$ cat config.mk
export PLATFORM = sky130hd
export DESIGN_NAME = fuel_gauge_ctrl_flat
export DESIGN_NICKNAME = d
export VERILOG_FILES = /design/src/rtl/fuel_gauge_ctrl_if.sv /design/src/rtl/fuel_gauge_ctrl.sv /design/src/flat_wrapper.sv
export SDC_FILE = /design/constraint.sdc
export NUM_CORES = 1
export LEC_CHECK = 0
export BUFFER_PORTS_ARGS = -buffer_cell sky130_fd_sc_hd__clkbuf_2
export CAP_MARGIN = 10
export CORE_ASPECT_RATIO = 0.8
export CORE_UTILIZATION = 59
export DETAILED_ROUTE_END_ITERATION = 10
export PLACE_DENSITY_LB_ADDON = 0.3
export SLEW_MARGIN = 5
export SYNTH_ARGS = -nofsm -noshare
export SYNTH_HDL_FRONTEND = slang
export SYNTH_SLANG_ARGS = --single-unit
$ cat constraint.sdc
create_clock -name clk_in -period 4.2 [get_ports clk_in]
set_input_delay 0.42 -clock clk_in [delete_from_list [all_inputs] [get_ports clk_in]]
set_output_delay 0.42 -clock clk_in [all_outputs]
set_load 0.05 [all_outputs]
$ cat src/rtl/fuel_gauge_ctrl_if.sv
// Signal bundle between the fuel gauge sequencing controller and its environment.
// The controller owns the slave side; stimulus or a host drives the master side.
interface fuel_gauge_ctrl_if;
   logic       sample_tick_in;
   logic [3:0] raw_lvl_in;
   logic       blank_req_in;
   logic [3:0] flvl_out;
   logic       bmode_out;
   logic       low_fuel_out;
   logic       ready_out;
   logic [1:0] state_out;

   modport master (
      output sample_tick_in,
      output raw_lvl_in,
      output blank_req_in,
      input  flvl_out,
      input  bmode_out,
      input  low_fuel_out,
      input  ready_out,
      input  state_out
   );

   modport slave (
      input  sample_tick_in,
      input  raw_lvl_in,
      input  blank_req_in,
      output flvl_out,
      output bmode_out,
      output low_fuel_out,
      output ready_out,
      output state_out
   );
endinterface

$ cat src/rtl/fuel_gauge_ctrl.sv
// Fuel gauge sequencing controller: 4-sample moving average of the sensor, low-fuel
// FSM with hysteresis and a blink generator driving the gauge blank-mode input.
module fuel_gauge_ctrl #(
   parameter int unsigned LOW_THRESH = 2,
   parameter int unsigned HYST       = 2,
   parameter int unsigned BLINK_DIV  = 4,
   parameter int unsigned CNT_W      = 16
) (
   input  logic               clk_in,
   input  logic               rst_n_in,
   fuel_gauge_ctrl_if.slave   fg
);

   typedef enum logic [1:0] {
      StStartup = 2'b00,
      StNormal  = 2'b01,
      StLow     = 2'b10
   } state_e;

   localparam logic [3:0]       LoThresh = 4'(LOW_THRESH);
   localparam logic [3:0]       HiThresh = 4'(LOW_THRESH + HYST);
   localparam logic [CNT_W-1:0] BlinkMax = CNT_W'(BLINK_DIV - 1);

   state_e           state_q, state_d;
   logic [3:0]       win_q [4];
   logic [3:0]       win_d [4];
   logic [2:0]       fill_q, fill_d;
   logic [CNT_W-1:0] cnt_q, cnt_d;
   logic             phase_q, phase_d;
   logic [3:0]       flvl_q, flvl_d;
   logic             bmode_q, bmode_d;
   logic             low_fuel_q, low_fuel_d;
   logic             ready_q, ready_d;

   logic [5:0]       avg_sum;
   logic [3:0]       avg_new;

   // Sum of the window as it will look after this tick shifts in.
   assign avg_sum = 6'(fg.raw_lvl_in) + 6'(win_q[0]) + 6'(win_q[1]) + 6'(win_q[2]);
   assign avg_new = avg_sum[5:2];

   always_comb begin
      win_d      = win_q;
      fill_d     = fill_q;
      flvl_d     = flvl_q;
      state_d    = state_q;
      cnt_d      = cnt_q;
      phase_d    = phase_q;
      bmode_d    = bmode_q;

      if (fg.sample_tick_in) begin
         win_d[0] = fg.raw_lvl_in;
         win_d[1] = win_q[0];
         win_d[2] = win_q[1];
         win_d[3] = win_q[2];
         flvl_d   = avg_new;
         if (fill_q != 3'd4) begin
            fill_d = fill_q + 3'd1;
         end

         case (state_q)
            StStartup: begin
               if (fill_q == 3'd3) begin
                  state_d = (avg_new <= LoThresh) ? StLow : StNormal;
               end
            end
            StNormal: begin
               if (avg_new <= LoThresh) begin
                  state_d = StLow;
               end
            end
            StLow: begin
               if (avg_new >= HiThresh) begin
                  state_d = StNormal;
               end
            end
            default: state_d = StStartup;
         endcase
      end

      // Blink runs only while staying in LOW; entering or leaving clears it.
      if (state_q == StLow && state_d == StLow) begin
         if (cnt_q == BlinkMax) begin
            cnt_d   = '0;
            phase_d = ~phase_q;
         end else begin
            cnt_d   = cnt_q + CNT_W'(1);
         end
      end else begin
         cnt_d   = '0;
         phase_d = 1'b0;
      end

      if (fg.blank_req_in) begin
         bmode_d = 1'b1;
      end else begin
         case (state_d)
            StStartup: bmode_d = 1'b1;
            StNormal:  bmode_d = 1'b0;
            StLow:     bmode_d = phase_d;
            default:   bmode_d = 1'b1;
         endcase
      end

      ready_d    = (fill_d == 3'd4);
      low_fuel_d = (state_d == StLow);
   end

   always_ff @(posedge clk_in or negedge rst_n_in) begin
      if (!rst_n_in) begin
         state_q    <= StStartup;
         win_q[0]   <= '0;
         win_q[1]   <= '0;
         win_q[2]   <= '0;
         win_q[3]   <= '0;
         fill_q     <= '0;
         cnt_q      <= '0;
         phase_q    <= 1'b0;
         flvl_q     <= '0;
         bmode_q    <= 1'b1;
         low_fuel_q <= 1'b0;
         ready_q    <= 1'b0;
      end else begin
         state_q    <= state_d;
         win_q[0]   <= win_d[0];
         win_q[1]   <= win_d[1];
         win_q[2]   <= win_d[2];
         win_q[3]   <= win_d[3];
         fill_q     <= fill_d;
         cnt_q      <= cnt_d;
         phase_q    <= phase_d;
         flvl_q     <= flvl_d;
         bmode_q    <= bmode_d;
         low_fuel_q <= low_fuel_d;
         ready_q    <= ready_d;
      end
   end

   assign fg.flvl_out     = flvl_q;
   assign fg.bmode_out    = bmode_q;
   assign fg.low_fuel_out = low_fuel_q;
   assign fg.ready_out    = ready_q;
   assign fg.state_out    = state_q;

endmodule
$ cat src/flat_wrapper.sv
// flat-port wrapper written by rule: the top's interface ports become plain ports
module fuel_gauge_ctrl_flat 
#(
   parameter int unsigned LOW_THRESH = 2,
   parameter int unsigned HYST       = 2,
   parameter int unsigned BLINK_DIV  = 4,
   parameter int unsigned CNT_W      = 16
)
  (clk_in, rst_n_in, fg_sample_tick_in, fg_raw_lvl_in, fg_blank_req_in, fg_flvl_out, fg_bmode_out, fg_low_fuel_out, fg_ready_out, fg_state_out);
  fuel_gauge_ctrl_if fg_i ();
  input  logic clk_in;
  input  logic rst_n_in;
  input wire logic [$bits(fg_i.sample_tick_in)-1:0] fg_sample_tick_in;
  input wire logic [$bits(fg_i.raw_lvl_in)-1:0] fg_raw_lvl_in;
  input wire logic [$bits(fg_i.blank_req_in)-1:0] fg_blank_req_in;
  output wire logic [$bits(fg_i.flvl_out)-1:0] fg_flvl_out;
  output wire logic [$bits(fg_i.bmode_out)-1:0] fg_bmode_out;
  output wire logic [$bits(fg_i.low_fuel_out)-1:0] fg_low_fuel_out;
  output wire logic [$bits(fg_i.ready_out)-1:0] fg_ready_out;
  output wire logic [$bits(fg_i.state_out)-1:0] fg_state_out;
  assign fg_i.sample_tick_in = fg_sample_tick_in;
  assign fg_i.raw_lvl_in = fg_raw_lvl_in;
  assign fg_i.blank_req_in = fg_blank_req_in;
  assign fg_flvl_out = fg_i.flvl_out;
  assign fg_bmode_out = fg_i.bmode_out;
  assign fg_low_fuel_out = fg_i.low_fuel_out;
  assign fg_ready_out = fg_i.ready_out;
  assign fg_state_out = fg_i.state_out;
  fuel_gauge_ctrl #(.LOW_THRESH(LOW_THRESH), .HYST(HYST), .BLINK_DIV(BLINK_DIV), .CNT_W(CNT_W)) u_core (.clk_in(clk_in), .rst_n_in(rst_n_in), .fg(fg_i));
endmodule
Word-level counts from Yosys, hierarchy flattened
Index checks and enable logic that the tools add are counted.
{ "word_totals": {"regBits": 41, "inputBits": 8, "out_inout_bits": 9, "elab_cells": 43} }
{ "op_classes": {"n_addsub": 5, "order_cmp": 2, "n_eq_ne": 8, "n_mux": 14, "n_bitwise": 1, "reduce_logical": 2} }
{ "ops": {"columns": ["op", "count"], "rows": [
  ["$mux 16", 2],
  ["$add 16x1->16 const B", 1],
  ["$eq 16x2->1 const B", 1],
  ["$add 6x4->6", 2],
  ["$mux 2", 5],
  ["$mux 3", 2],
  ["$pmux 2 s3", 1],
  ["$add 4x4->5", 1],
  ["$eq 2x1->1 const B", 2],
  ["$eq 2x2->1 const B", 2],
  ["$ge 4x3->1 const B", 1],
  ["$le 4x2->1 const B", 1],
  ["$add 3x1->3 const B", 1],
  ["$eq 3x2->1 const B", 1],
  ["$eq 3x3->1 const B", 1],
  ["$mux 1", 3],
  ["$ne 3x3->1 const B", 1],
  ["$logic_not 2->1", 1],
  ["$pmux 1 s2", 1],
  ["$logic_and 1x1->1", 1],
  ["$not 1->1", 1]
]} }

Logic depth before layout (Yosys ltp)
Gate-level depths: netlist of run 1.
{ "depth": {"word_depth": 13, "depth_mapped": 14, "mapped_depth_nobuf": 12} }

Worst setup path after synthesis of run 1
OpenSTA, ideal clock, no wires.
{ "synth_timing": {"kind": "input to register", "startpoint": "input port fg_raw_lvl_in[0]", "endpoint": "register u_core.cnt_q[10]", "setup_time_ns": 0.071, "t_arrival_ns": 3.112, "t_required_ns": 4.129, "slack_ns": 1.017, "stages": 14, "path_buffers": 2, "path_cell_list": "ha_1 -> inv_1 -> fa_1 -> xor2_1 -> fa_1 -> inv_1 -> ha_1 -> and3_1 -> a221oi_2 -> xnor2_1 -> o31a_1 -> buf_6 -> buf_6 -> nor2_1"} }
{ "synth_between": {"elab_chain_len": 11, "elab_cells_between_ends": 14, "cone_classes": "add/sub: 3; order compare: 2; eq/ne: 1; mux: 7; reduce/logical: 1"} }
{ "synth_rtl": {"columns": ["element", "line", "rtl"], "rows": [
  ["start, declared", "flat_wrapper.sv:14", "input wire logic [$bits(fg_i.raw_lvl_in)-1:0] fg_raw_lvl_in;"],
  ["$add 4x4->5 *", "fuel_gauge_ctrl.sv:39", "assign avg_sum = 6'(fg.raw_lvl_in) + 6'(win_q[0]) + 6'(win_q[1]) + 6'(win_q[2]);"],
  ["$add 6x4->6 * (2 in a row)", "fuel_gauge_ctrl.sv:39", null],
  ["$le 4x2->1", "fuel_gauge_ctrl.sv:64, fuel_gauge_ctrl.sv:68", null],
  ["$mux 2", "fuel_gauge_ctrl.sv:64", "state_d = (avg_new <= LoThresh) ? StLow : StNormal;"],
  ["$mux 2", "fuel_gauge_ctrl.sv:63", "if (fill_q == 3'd3) begin"],
  ["$pmux 2 s3 *", "fuel_gauge_ctrl.sv:61", "case (state_q)"],
  ["$mux 2 *", "fuel_gauge_ctrl.sv:51", "if (fg.sample_tick_in) begin"],
  ["$eq 2x2->1 *", "fuel_gauge_ctrl.sv:82", "if (state_q == StLow && state_d == StLow) begin"],
  ["$logic_and 1x1->1 *", "fuel_gauge_ctrl.sv:82", null],
  ["$mux 16 *", "fuel_gauge_ctrl.sv:82", null],
  ["named net u_core.cnt_d[10]", "fuel_gauge_ctrl.sv:28", "logic [CNT_W-1:0] cnt_q, cnt_d;"],
  ["end signal, assigned", "fuel_gauge_ctrl.sv:130", "cnt_q <= cnt_d;"],
  ["end, declared", "fuel_gauge_ctrl.sv:28", null]
]} }
Mark *: on every way through the listed nets, which the timed path passes. The rest lies on a longest branch.
A chain may end at the register's enable or synchronous reset.

Final worst setup path of run 1
{ "layout_timing": {"startpoint": "register u_core.win_q[13] in the netlist's numbering", "endpoint": "register u_core.cnt_q[13]"} }
{ "layout_between": {"elab_chain_len": 11, "elab_cells_between_ends": 14, "cone_classes": "add/sub: 3; order compare: 2; eq/ne: 1; mux: 7; reduce/logical: 1"} }
{ "layout_rtl": {"columns": ["element", "line", "rtl"], "rows": [
  ["start, declared", "fuel_gauge_ctrl.sv:25", "logic [3:0] win_q [4];"],
  ["$add 4x4->5 *", "fuel_gauge_ctrl.sv:39", null],
  ["$add 6x4->6 * (2 in a row)", "fuel_gauge_ctrl.sv:39", null],
  ["$le 4x2->1", "fuel_gauge_ctrl.sv:64, fuel_gauge_ctrl.sv:68", null],
  ["$mux 2", "fuel_gauge_ctrl.sv:64", null],
  ["$mux 2", "fuel_gauge_ctrl.sv:63", null],
  ["$pmux 2 s3 *", "fuel_gauge_ctrl.sv:61", null],
  ["$mux 2 *", "fuel_gauge_ctrl.sv:51", null],
  ["$eq 2x2->1 *", "fuel_gauge_ctrl.sv:82", null],
  ["$logic_and 1x1->1 *", "fuel_gauge_ctrl.sv:82", null],
  ["$mux 16 *", "fuel_gauge_ctrl.sv:82", null],
  ["named net u_core.cnt_d[13]", "fuel_gauge_ctrl.sv:28", null]
]} }
Marks and branches as above.

==> results of run 1 <==
## Yosys cell counts, drive strengths merged (3+ instances only)
library cell	n	area [µm²]
and4	3	26.3
o21ai	16	80.1
nor2	19	71.3
xor2	13	114
nand2	16	60.1
clkbuf	4	15.0
and2	4	25.0
nand2b	4	25.0
nor3	4	20.0
ha	12	150
a21o	3	22.5
dfrtp	40	1000
a21oi	5	25.0
buf	3	26.3
nand4	5	31.3
xnor2	7	61.3
inv	18	67.6
mux2	8	90.1
fa	5	100
## state kept, by name, summed over array words and instances (netlist names)
signal	count
u_core.fg.low_fuel_out	1
u_core.fill_q	3
u_core.fg.bmode_out	1
u_core.fg.state_out	2
u_core.cnt_q	16
u_core.phase_q	1
u_core.win_q	12
u_core.fg.ready_out	1
u_core.fg.flvl_out	4
## worst max-delay path by stage
stage,startpoint,end,slack [ns],depth (start not counted)
after global placement,fg_raw_lvl_in[1],u_core.cnt_q[7]$_DFF_PN0_,0.66,14
after floorplan,fg_raw_lvl_in[0],u_core.cnt_q[10]$_DFF_PN0_,1.02,14
final,u_core.win_q[13]$_DFFE_PN0P_,u_core.cnt_q[13]$_DFF_PN0_,0.70,13
after global routing,u_core.win_q[13]$_DFFE_PN0P_,u_core.cnt_q[13]$_DFF_PN0_,0.49,13
after detailed placement,fg_raw_lvl_in[1],u_core.cnt_q[11]$_DFF_PN0_,0.59,14
after CTS,u_core.win_q[13]$_DFFE_PN0P_,u_core.cnt_q[13]$_DFF_PN0_,0.70,13
## final cells by class
| cell class | instances | area, µm² |
|---|---|---|
| clock buffers | 5 | 68.8 |
| clock inverters | 3 | 22.5 |
| fillers | 269 | 1100 |
| inverters | 18 | 67.6 |
| multi-input cells | 143 | 1040 |
| flip-flops and latches | 41 | 1030 |
| well taps | 42 | 52.6 |
| repair buffers | 17 | 87.6 |
## kinds of logic after synthesis
group           after synthesis  share of synthesized area, %
fa+ha+maj                    17                          11.5
xor+xnor                     20                          8.03
simple gates                 66                          15.2
mux                           9                          4.59
flops                        41                          47.1
compound gates               31                          8.61
buf+inv                      25                          4.99
## routing by layer
metal  up-vias  wire, µm
li1        731         -
met1       714      1710
met2        44      1780
met3         4       186
met4         0        30
met5         -         0
## layout by cell type, fill, tap and decap left out, types with 2 or more instances in the layout
| cell type | synthesis | layout |
|---|---|---|
| a21oi_1 | 5 | 5 |
| fa_1 | 5 | 5 |
| ha_1 | 12 | 12 |
| xnor2_1 | 7 | 7 |
| and2_1 | 4 | 4 |
| and4_1 | 3 | 3 |
| nor4_1 | 2 | 2 |
| clkinv_4 | 0 | 2 |
| a211oi_1 | 2 | 2 |
| a21o_1 | 3 | 3 |
| clkbuf_8 | 0 | 5 |
| nor3b_1 | 2 | 2 |
| nand4_1 | 5 | 5 |
| xor2_1 | 13 | 13 |
| nor3_1 | 4 | 4 |
| o21ai_0 | 16 | 16 |
| nor2_1 | 19 | 19 |
| and3_1 | 2 | 2 |
| nand3_1 | 2 | 2 |
| nand2_1 | 16 | 16 |
| nand2b_1 | 4 | 4 |
| inv_1 | 18 | 18 |
| mux2_2 | 8 | 8 |
| clkbuf_2 | 0 | 16 |
| dfrtp_1 | 40 | 40 |
## through the flow
stage	instances	setup slack [ns]	util, %
final	269	0.695	68.3
after global routing	269	0.486	68.3
after CTS	269	0.697	68.3
after detailed placement	261	0.590	65.7
after global placement	261	0.658	65.7
after floorplan	209	1.02	-
## report_power, final
group	switching [mW]	internal, mW
Clock	0.138	0.118
Sequential	0.0477	0.465
Combinational	0.349	0.195
Total	0.535	0.778
==> reports/summary.txt, run 1 <==
Clk sink count - 41
Area growth, synth to finish - 8.72%
M1 GR Usage - 29.9%
RSZ-0062 raised after global routing - no
Most Crowded Layer GR - met2
Initial antenna violation count - 0
Crit Path Class - reg -> reg
GRT Total Usage - 21.9%
M2 GR Usage - 34.3%
EDFF count, synth - 0
Post-route cell area - 2370 µm²
Clock slew at reported path FFs - 0.08 ns
Cts bufs inserted - 5
Post-Syn Nets - 234
Reg-to-reg startpoint - u_core.win_q[13]$_DFFE_PN0P_
Via count - 1493
# DRC - 0
CTS tree - done
WL per Instance - 13.8 µm
I/O pin count - 17
Die width - 70.0 µm
Worst EP arrival - 3.68 ns
Yosys warning total - 0
Fin crit share - 83.5%
Final ANT Viol Nets - 0
Resize count post-CTS - 0
Routed vias/inst - 5.55
Gpl congestion - 0.814
PnR Total Power - 1.31 mW
# hold bufs at CTS - 0
Fmax - 285 MHz
Critical Path Start Type - flip-flop
Die Y-Extent - 56.4 µm
Site Rows - 19
Status - finished, final reports clean
Vias in the first global route - 1492
Avg Inst Size Synth - 10.4 µm²
Dpl cell area - 2280 µm²
Core ar. - 3470 µm²
Hold slack - 0.285 ns
CP Data Required Time - 4.38 ns
Main synth FF type - dfrtp_1
VDD IR-drop max - 398 µV
Number of DRC markers in iteration 0 - 102
Worst hold-check path type - in -> async
H-tree levels - 2
Post-synth ARST share - 100%
CP max stage cell - fa_1
Clock Latency Late Sink - 0.29 ns
Power Dens Cells - 554 nW/µm²
Worst-margin pin slew - 0.998 ns
Crit-path max FO - 10
CP Capture Type - flip-flop
Count of cell types in the netlist - 35
Postcts setup bufs - 0
CP most frequent cell - ha_1
Nets - 251
Reg2Reg Depth - 13
Gr ovfl total - 0
Synthesized area - 2180 µm²
Cells along the critical path - ha_1 -> a21o_1 -> a21oi_1 -> xor2_1 -> fa_1 -> inv_1 -> ha_1 -> and3_1 -> a221oi_2 -> xnor2_1 -> o31a_1 -> buf_4 -> nor2_1
Share of layout cells above drive strength 1 - 15.4%
Static leakage - 1.11 nW
Slowest stage delay, CP - 0.48 ns
Worst flop-to-flop path endpoint - u_core.cnt_q[13]$_DFF_PN0_
DR pass1 iterations - 4
Die Area - 3950 µm²
Fin. Hold Viols - 0
Antenna Cells - 0
Starting Density - 62.8%
Yosys reg bits - 41
Finish-stage setup viols - 0
Max Cap Viol - 0
M3 GR Usage - 7.18%
Clk_skew - 0.00656 ns
R2R Setup Slk - 0.70 ns
Delay-heaviest family, CP - adder cells
Final WL - 3710 µm
Tmin final - 3.50 ns
Clock Tree Root - clkbuf_8
Register area share after synthesis - 47.1%
Post-DP HPWL - 2710 µm
Mapped Cells - 209
Final Slew Violations - 0
Max_slew headroom - 33.5%
Setup TNS - 0 ns
Deepest clock path buffer count - 2
First-pass GRT wire length - 6690 µm
Largest net degree at the start of global routing - 42
I/O Buffers - 16
WP buf/inv - 2
Note: power is estimated with default switching activity, not from simulation.
==> run 2, diff against run 1 <==
- CORE_UTILIZATION: 59 -> 53
- clock period: 4.2 -> 3.2 ns (I/O delays scaled with it)
==> run 2 against run 1 <==
  * Design area grew 6.9%
  * Global-route usage shrank 1.9 points
  * Sequential power grew 31%
  * Die area grew 11%
  * First-iteration DRC count shrank 11%
  * Sequential share of layout area shrank 2.8 points
  * Sequential cell count is the same
  * Register-to-register slack lost 0.65 ns
  * Utilization shrank 3.0 points
  * Critical path type unchanged
==> reports/summary.txt, run 2 (synthesis gave the netlist of run 1 again) <==
Status - finished, final reports clean (unchanged)
# DRC - 0 (unchanged)
Commonest non-fill, non-tap cells in the layout - dfrtp_1, nor2_1, inv_1 (unchanged)
Worst flop-to-flop path endpoint - u_core.cnt_q[0]$_DFF_PN0_ (was u_core.cnt_q[13]$_DFF_PN0_)
Reg-to-reg startpoint - u_core.win_q[12]$_DFFE_PN0P_ (was u_core.win_q[13]$_DFFE_PN0P_)
VDD IR-drop max - 491 µV (was 398 µV)
RSZ-0062 raised after global routing - yes (was no)
Switching Share - 36.5% (was 40.8%)
Worst-margin pin slew - 0.992 ns (was 0.998 ns)
Sequential cell fraction of total power - 33.3% (was 39.1%)
GRT Total Usage - 20.0% (was 21.9%)
Vias in the first global route - 1411 (was 1492)
Fin crit share - 98.6% (was 83.5%)
Clock Tree Root - clkbuf_8 (unchanged)
Share of layout cells above drive strength 1 - 21.3% (was 15.4%)
Worst EP arrival - 3.36 ns (was 3.68 ns)
First-pass GRT wire length - 6430 µm (was 6690 µm)
Clk sink count - 41 (unchanged)
Fin. Hold Viols - 0 (unchanged)
Worst hold-check path type - in -> async (unchanged)
Critical Path Start Type - flip-flop (unchanged)
Post-DP HPWL - 2540 µm (was 2710 µm)
Max_slew headroom - 33.8% (was 33.5%)
Site Rows - 20 (was 19)
PnR Total Power - 2.02 mW (was 1.31 mW)
Cell internal pwr - 1.28 mW (was 0.778 mW)
Static leakage - 1.16 nW (was 1.11 nW)
Final WL - 3650 µm (was 3710 µm)
Via count - 1458 (was 1493)
I/O Buffers - 16 (unchanged)
R2R Setup Slk - 0.04 ns (was 0.70 ns)
Gr ovfl total - 0 (unchanged)
Clock slew at reported path FFs - 0.08 ns (about the same)
Setup TNS - 0 ns (unchanged)
Clk_skew - 0.00440 ns (was 0.00656 ns)
I/O pin count - 17 (unchanged)
Tmin final - 3.16 ns (was 3.50 ns)
Max Cap Viol - 0 (unchanged)
Final Slew Violations - 0 (unchanged)
# hold bufs at CTS - 0 (unchanged)
CP Data Required Time - 3.41 ns (was 4.38 ns)
Area growth, synth to finish - 16.2% (was 8.72%)
Largest net degree at the start of global routing - 42 (unchanged)
Clock Latency Late Sink - 0.29 ns (about the same)
Nets - 254 (was 251)
Clock power frac - 24.1% (was 19.5%)
CP Capture Type - flip-flop (unchanged)
Largest Register - u_core.cnt_q (unchanged)
DR pass1 iterations - 4 (unchanged)
H-tree levels - 2 (unchanged)
Initial antenna violation count - 0 (unchanged)
Number of DRC markers in iteration 0 - 91 (was 102)
Finish-stage setup viols - 0 (unchanged)
Antenna Cells - 0 (unchanged)
Core ar. - 3880 µm² (was 3470 µm²)
Post-route cell area - 2530 µm² (was 2370 µm²)
Crit-path max FO - 19 (was 10)
Crit Path Class - reg -> reg (unchanged)
Most common cell after layout, fill and taps aside - dfrtp_1 (unchanged)
CTS tree - done (unchanged)
Deepest clock path buffer count - 2 (unchanged)
Crit path setup slack, layout - 0.0432 ns (was 0.695 ns)
Die Area - 4380 µm² (was 3950 µm²)
Largest register FFs - 16 (unchanged)
Fmax - 317 MHz (was 285 MHz)
Pre-CTS WS - -0.165 ns (was 0.590 ns)
Routed vias/inst - 5.12 (was 5.55)
Die Y-Extent - 59.4 µm (was 56.4 µm)
Die width - 73.7 µm (was 70.0 µm)
Starting Density - 56.2% (was 62.8%)
Final ANT Viol Nets - 0 (unchanged)
Reg2Reg Depth - 13 (unchanged)
Comb pwr share - 42.6% (was 41.4%)
WL per Instance - 12.8 µm (was 13.8 µm)
Dpl cell area - 2330 µm² (was 2280 µm²)
Util after Layout - 65.3% (was 68.3%)
Net Sw Power - 0.740 mW (was 0.535 mW)
Power Dens Cells - 799 nW/µm² (was 554 nW/µm²)
Gpl congestion - 0.735 (was 0.814)
Cts bufs inserted - 5 (unchanged)
Postcts setup bufs - 0 (unchanged)
[run 2: cell count changes in the layout (fill, tap and decap cells not counted), moves of 2 or more]
| cell | change |
|---|---|
| fa_2 | +2 |
| o21ai_1 | +2 |
| fa_1 | -2 |
| clkinv_4 | -2 |
| bufinv_16 | +2 |
| o21ai_0 | -2 |
| ha_1 | -2 |
[run 2: worst max-delay path, stage by stage (launching register included)]
cell,delay (ns)
dfrtp_1,0.37
ha_2,0.19
inv_1,0.05
fa_2,0.35
xor2_1,0.16
fa_1,0.51
inv_1,0.05
ha_1,0.29
and3_4,0.16
a221oi_4,0.24
xnor2_2,0.09
o31a_1,0.27
buf_12,0.16
nor3_1,0.16
[run 2: stage by stage]
step | instances | hold slack [ns]
after floorplan | 209 | 0.0244
after global placement | 277 | 0.451
after CTS | 285 | 0.222
after global routing | 285 | 0.267
after detailed placement | 277 | 0.458
final | 285 | 0.187
[run 2: how the worst max path moves through the flow]
stage | startpoint | end
floorplan | u_core.win_q[13]$_DFFE_PN0P_ | u_core.cnt_q[10]$_DFF_PN0_
global placement | fg_raw_lvl_in[1] | u_core.cnt_q[2]$_DFF_PN0_
detailed placement | fg_raw_lvl_in[0] | u_core.cnt_q[2]$_DFF_PN0_
CTS | u_core.win_q[12]$_DFFE_PN0P_ | u_core.cnt_q[2]$_DFF_PN0_
global route | u_core.win_q[12]$_DFFE_PN0P_ | u_core.cnt_q[0]$_DFF_PN0_
finish | u_core.win_q[12]$_DFFE_PN0P_ | u_core.cnt_q[0]$_DFF_PN0_
[run 2: what timing repair did]
item	4_1_cts	5_1_grt
pin swaps	2	4
cloned	0	0
endpoints found under the setup margin	12	21
resized for setup	4	11
[run 2: routing by layer]
metal / GRT usage (%) / wire, µm
met5: 0 / 0
met4: 4.95 / 18
met3: 5.61 / 119
met2: 29.2 / 1550
met1: 29.5 / 1950
[run 2: power by group through the flow]
stage	logic, mW	clock network, mW	registers, mW
after CTS	0.763	0.501	0.674
after floorplan	0.430	0	0.814
after global placement	0.745	0	0.682
after global routing	0.948	0.525	0.688
final	0.862	0.488	0.674
after detailed placement	0.755	0	0.684
[run 2: cell type report]
| type | count | area (µm²) |
|---|---|---|
| clock buffers | 5 | 68.8 |
| multi-input cells | 143 | 1110 |
| clock inverters | 3 | 65.1 |
| repair buffers | 20 | 126 |
| flip-flops and latches | 41 | 1030 |
| fillers | 314 | 1350 |
| well taps | 55 | 68.8 |
| inverters | 18 | 67.6 |
==> run 3, diff against run 2 <==
- ABC_AREA: default -> 1
- CORE_UTILIZATION: 53 -> 54
==> run 3 against run 2 <==
  * Power shrank 7.0%
  * Critical endpoint is now u_core.cnt_q[5]$_DFF_PN0_
  * Clock power down 24%
  * Critical path depth grew 2
  * Via count increased by 22%
  * Combinational power down 2%
  * Largest power group unchanged
  * Count of clock-buffer cells in the layout grew 2
  * First-iteration DRC count grew 7.7%
==> reports/summary.txt, run 3 <==
PnR Total Power - 1.88 mW (was 2.02 mW)
Yosys reg bits - 41 (unchanged)
Worst hold-check path type - in -> async (unchanged)
DR pass1 iterations - 4 (unchanged)
Commonest cells in the netlist - nand2_1, inv_1, dfrtp_1 (was dfrtp_1, nor2_1, inv_1)
Clock Latency Late Sink - 0.30 ns (was 0.29 ns)
Clock Tree Root - clkbuf_8 (unchanged)
Yosys warning total - 0 (unchanged)
Starting Density - 56.2% (about the same)
Cell taking the most area after synthesis - dfrtp_1 (unchanged)
Finish-stage setup viols - 0 (unchanged)
Die Y-Extent - 61.0 µm (was 59.4 µm)
Commonest non-fill, non-tap cells in the layout - nand2_1, inv_1, dfrtp_1 (was dfrtp_1, nor2_1, inv_1)
Final ANT Viol Nets - 0 (unchanged)
Number of DRC markers in iteration 0 - 98 (was 91)
Reg-to-reg startpoint - u_core.win_q[12]$_DFFE_PN0P_ (unchanged)
Site Rows - 21 (was 20)
# DRC - 0 (unchanged)
Worst-margin pin slew - 0.995 ns (was 0.992 ns)
Mapped Cells - 273 (was 209)
Cts bufs inserted - 5 (unchanged)
H-tree levels - 2 (unchanged)
Largest net degree at the start of global routing - 42 (unchanged)
RSZ-0062 raised after global routing - yes (unchanged)
Status - finished, final reports clean (unchanged)
Deepest clock path buffer count - 2 (unchanged)
Top cells by area, synth - dfrtp_1, nand2_1, inv_1 (was dfrtp_1, ha_1, xor2_1)
EDFF count, synth - 0 (unchanged)
Avg Inst Size Synth - 8.60 µm² (was 10.4 µm²)
Max Cap Viol - 0 (unchanged)
Crit-path max FO - 8 (was 19)
GRT Total Usage - 21.0% (was 20.0%)
Static leakage - 1.33 nW (was 1.16 nW)
Routed vias/inst - 5.04 (was 5.12)
Largest register FFs - 16 (unchanged)
Max_slew headroom - 33.7% (was 33.8%)
Final WL - 4270 µm (was 3650 µm)
Worst EP arrival - 3.41 ns (was 3.36 ns)
Critical Path Start Type - flip-flop (unchanged)
Via count - 1783 (was 1458)
Tmin final - 3.20 ns (was 3.16 ns)
Gr ovfl total - 0 (unchanged)
Cell with the most instances after synthesis - nand2_1 (was dfrtp_1)
Area occupied by multi-input gates - 1190 µm² (was 1110 µm²)
Power Dens Cells - 704 nW/µm² (was 799 nW/µm²)
Area growth, synth to finish - 13.9% (was 16.2%)
Setup crit start - u_core.win_q[12]$_DFFE_PN0P_ (unchanged)
R2R Setup Slk - 0.003 ns (was 0.04 ns)
Antenna Cells - 0 (unchanged)
Vias in the first global route - 1540 (was 1411)
Initial antenna violation count - 0 (unchanged)
I/O Buffers - 16 (unchanged)
Most common cell after layout, fill and taps aside - nand2_1 (was dfrtp_1)
Fin crit share - 99.9% (was 98.6%)
Synth top area share - 42.6% (was 45.9%)
Die Area - 4620 µm² (was 4380 µm²)
Gpl congestion - 0.812 (was 0.735)
Nets - 321 (was 254)
VDD IR-drop max - 379 µV (was 491 µV)
WL per Instance - 12.1 µm (was 12.8 µm)
Post-Syn Nets - 298 (was 234)
Dpl cell area - 2480 µm² (was 2330 µm²)
CP Data Required Time - 3.41 ns (about the same)
Clock slew at reported path FFs - 0.08 ns (about the same)
Die width - 75.7 µm (was 73.7 µm)
Count of cell types in the netlist - 36 (was 35)
Post-synth ARST share - 100% (unchanged)
CTS tree - done (unchanged)
Post-DP HPWL - 3000 µm (was 2540 µm)
First-pass GRT wire length - 6990 µm (was 6430 µm)
Fmax - 313 MHz (was 317 MHz)
Storage cell area - 1030 µm² (unchanged)
Core ar. - 4180 µm² (was 3880 µm²)
CP Capture Type - flip-flop (unchanged)
Main synth FF type - dfrtp_1 (unchanged)
Crit Path Class - reg -> reg (unchanged)
Register area share after synthesis - 43.7% (was 47.1%)
Fillers - 350 (was 314)
Post-route cell area - 2670 µm² (was 2530 µm²)
Fin. Hold Viols - 0 (unchanged)
Clk_skew - 0.00836 ns (was 0.00440 ns)
Largest Register - u_core.cnt_q (unchanged)
Synthesized area - 2350 µm² (was 2180 µm²)
I/O pin count - 17 (unchanged)
Final Slew Violations - 0 (unchanged)
Share of layout cells above drive strength 1 - 20.9% (was 21.3%)
Clk sink count - 41 (unchanged)
run 3: cell count changes after synthesis, sizes merged, moves of 3 or more:
cell,change
and4,-3
nor2,+4
xnor2,-4
nand2,+47
mux2,-8
nor3,+5
and2,-4
xor2,-5
nand2b,-4
inv,+30
nand3,+16
run 3: worst paths after layout:
kind / endpoint / cells past startpoint
min in group clk_in: u_core.fg.bmode_out$_DFF_PN1_ / 3
worst min register to register: u_core.cnt_q[0]$_DFF_PN0_ / 1
worst max register to register: u_core.cnt_q[5]$_DFF_PN0_ / 15
worst max-delay path: u_core.cnt_q[5]$_DFF_PN0_ / 15
worst min-delay path: u_core.win_q[7]$_DFFE_PN0P_ / 1
max in group asynchronous: u_core.win_q[9]$_DFFE_PN0P_ / 1
run 3: routing by layer:
metal | track usage (%) | vias up | part of all wire [%] | routed length (µm)
met5 | 0 | - | 0 | 0
met3 | 4.49 | 6 | 3.0 | 129
met1 | 32.3 | 832 | 53 | 2250
li1 | - | 910 | - | -
met2 | 29.1 | 35 | 43 | 1820
met4 | 7.14 | 0 | 1.5 | 65
run 3: timing repair:
action,CTS,global route
hold buffers,0,0
setup buffers,0,2
endpoints found under the setup margin,3,19
resized for setup,1,14
pin swaps,1,9
gates cloned,1,0
run 3: worst max-delay path: stages, from the launching register on:
cell     delay, ns
dfrtp_1       0.37
ha_2          0.19
inv_2         0.04
fa_2          0.50
inv_1         0.05
fa_1          0.52
nand2_1       0.08
fa_2          0.54
inv_1         0.05
nand2_1       0.07
inv_1         0.06
nand2_2       0.06
nand3_2       0.11
nand2_4       0.14
nand3_4       0.14
nor3_1        0.19
run 3: logic make-up after synthesis:
| group | Yosys count | share of synthesized area [%] |
|---|---|---|
| DFF | 41 | 43.7 |
| xor gates and xnor gates | 11 | 4.10 |
| buffers and inverters | 52 | 8.63 |
| adders and majority gates | 17 | 10.7 |
| AOI/OAI and AO/OA | 29 | 6.77 |
| and+or+nand+nor | 123 | 26.1 |
run 3: power by group:
| group | total, mW | switching [mW] | internal (mW) |
|---|---|---|---|
| combinational | 0.843 | 0.577 | 0.266 |
| clock | 0.373 | 0.178 | 0.195 |
| sequential | 0.666 | 0.0579 | 0.608 |
| total | 1.88 | 0.813 | 1.07 |
run 3: through the flow:
stage	setup TNS, ns	cells	hold slack (ns)	util, %	setup slack [ns]
global placement	0	343	0.459	59.5	0.0310
detailed placement	-0.302	343	0.465	59.5	-0.0687
global route	-1.86	354	0.207	64.0	-0.157
floorplan	0	273	0.0244	-	0.239
finish	0	354	0.172	64.0	0.00263
CTS	0	352	0.213	62.3	0.0170
run 3: area by class of cell:
class                           count  share of cell area, %
Tap cell                           57                   2.67
Sequential cell                    41                   38.4
Clock inverter                      1                  0.187
Clock buffer                        7                   3.60
Timing Repair Buffer               19                   3.84
Multi-Input combinational cell    181                   44.5
Inverter                           48                   6.74
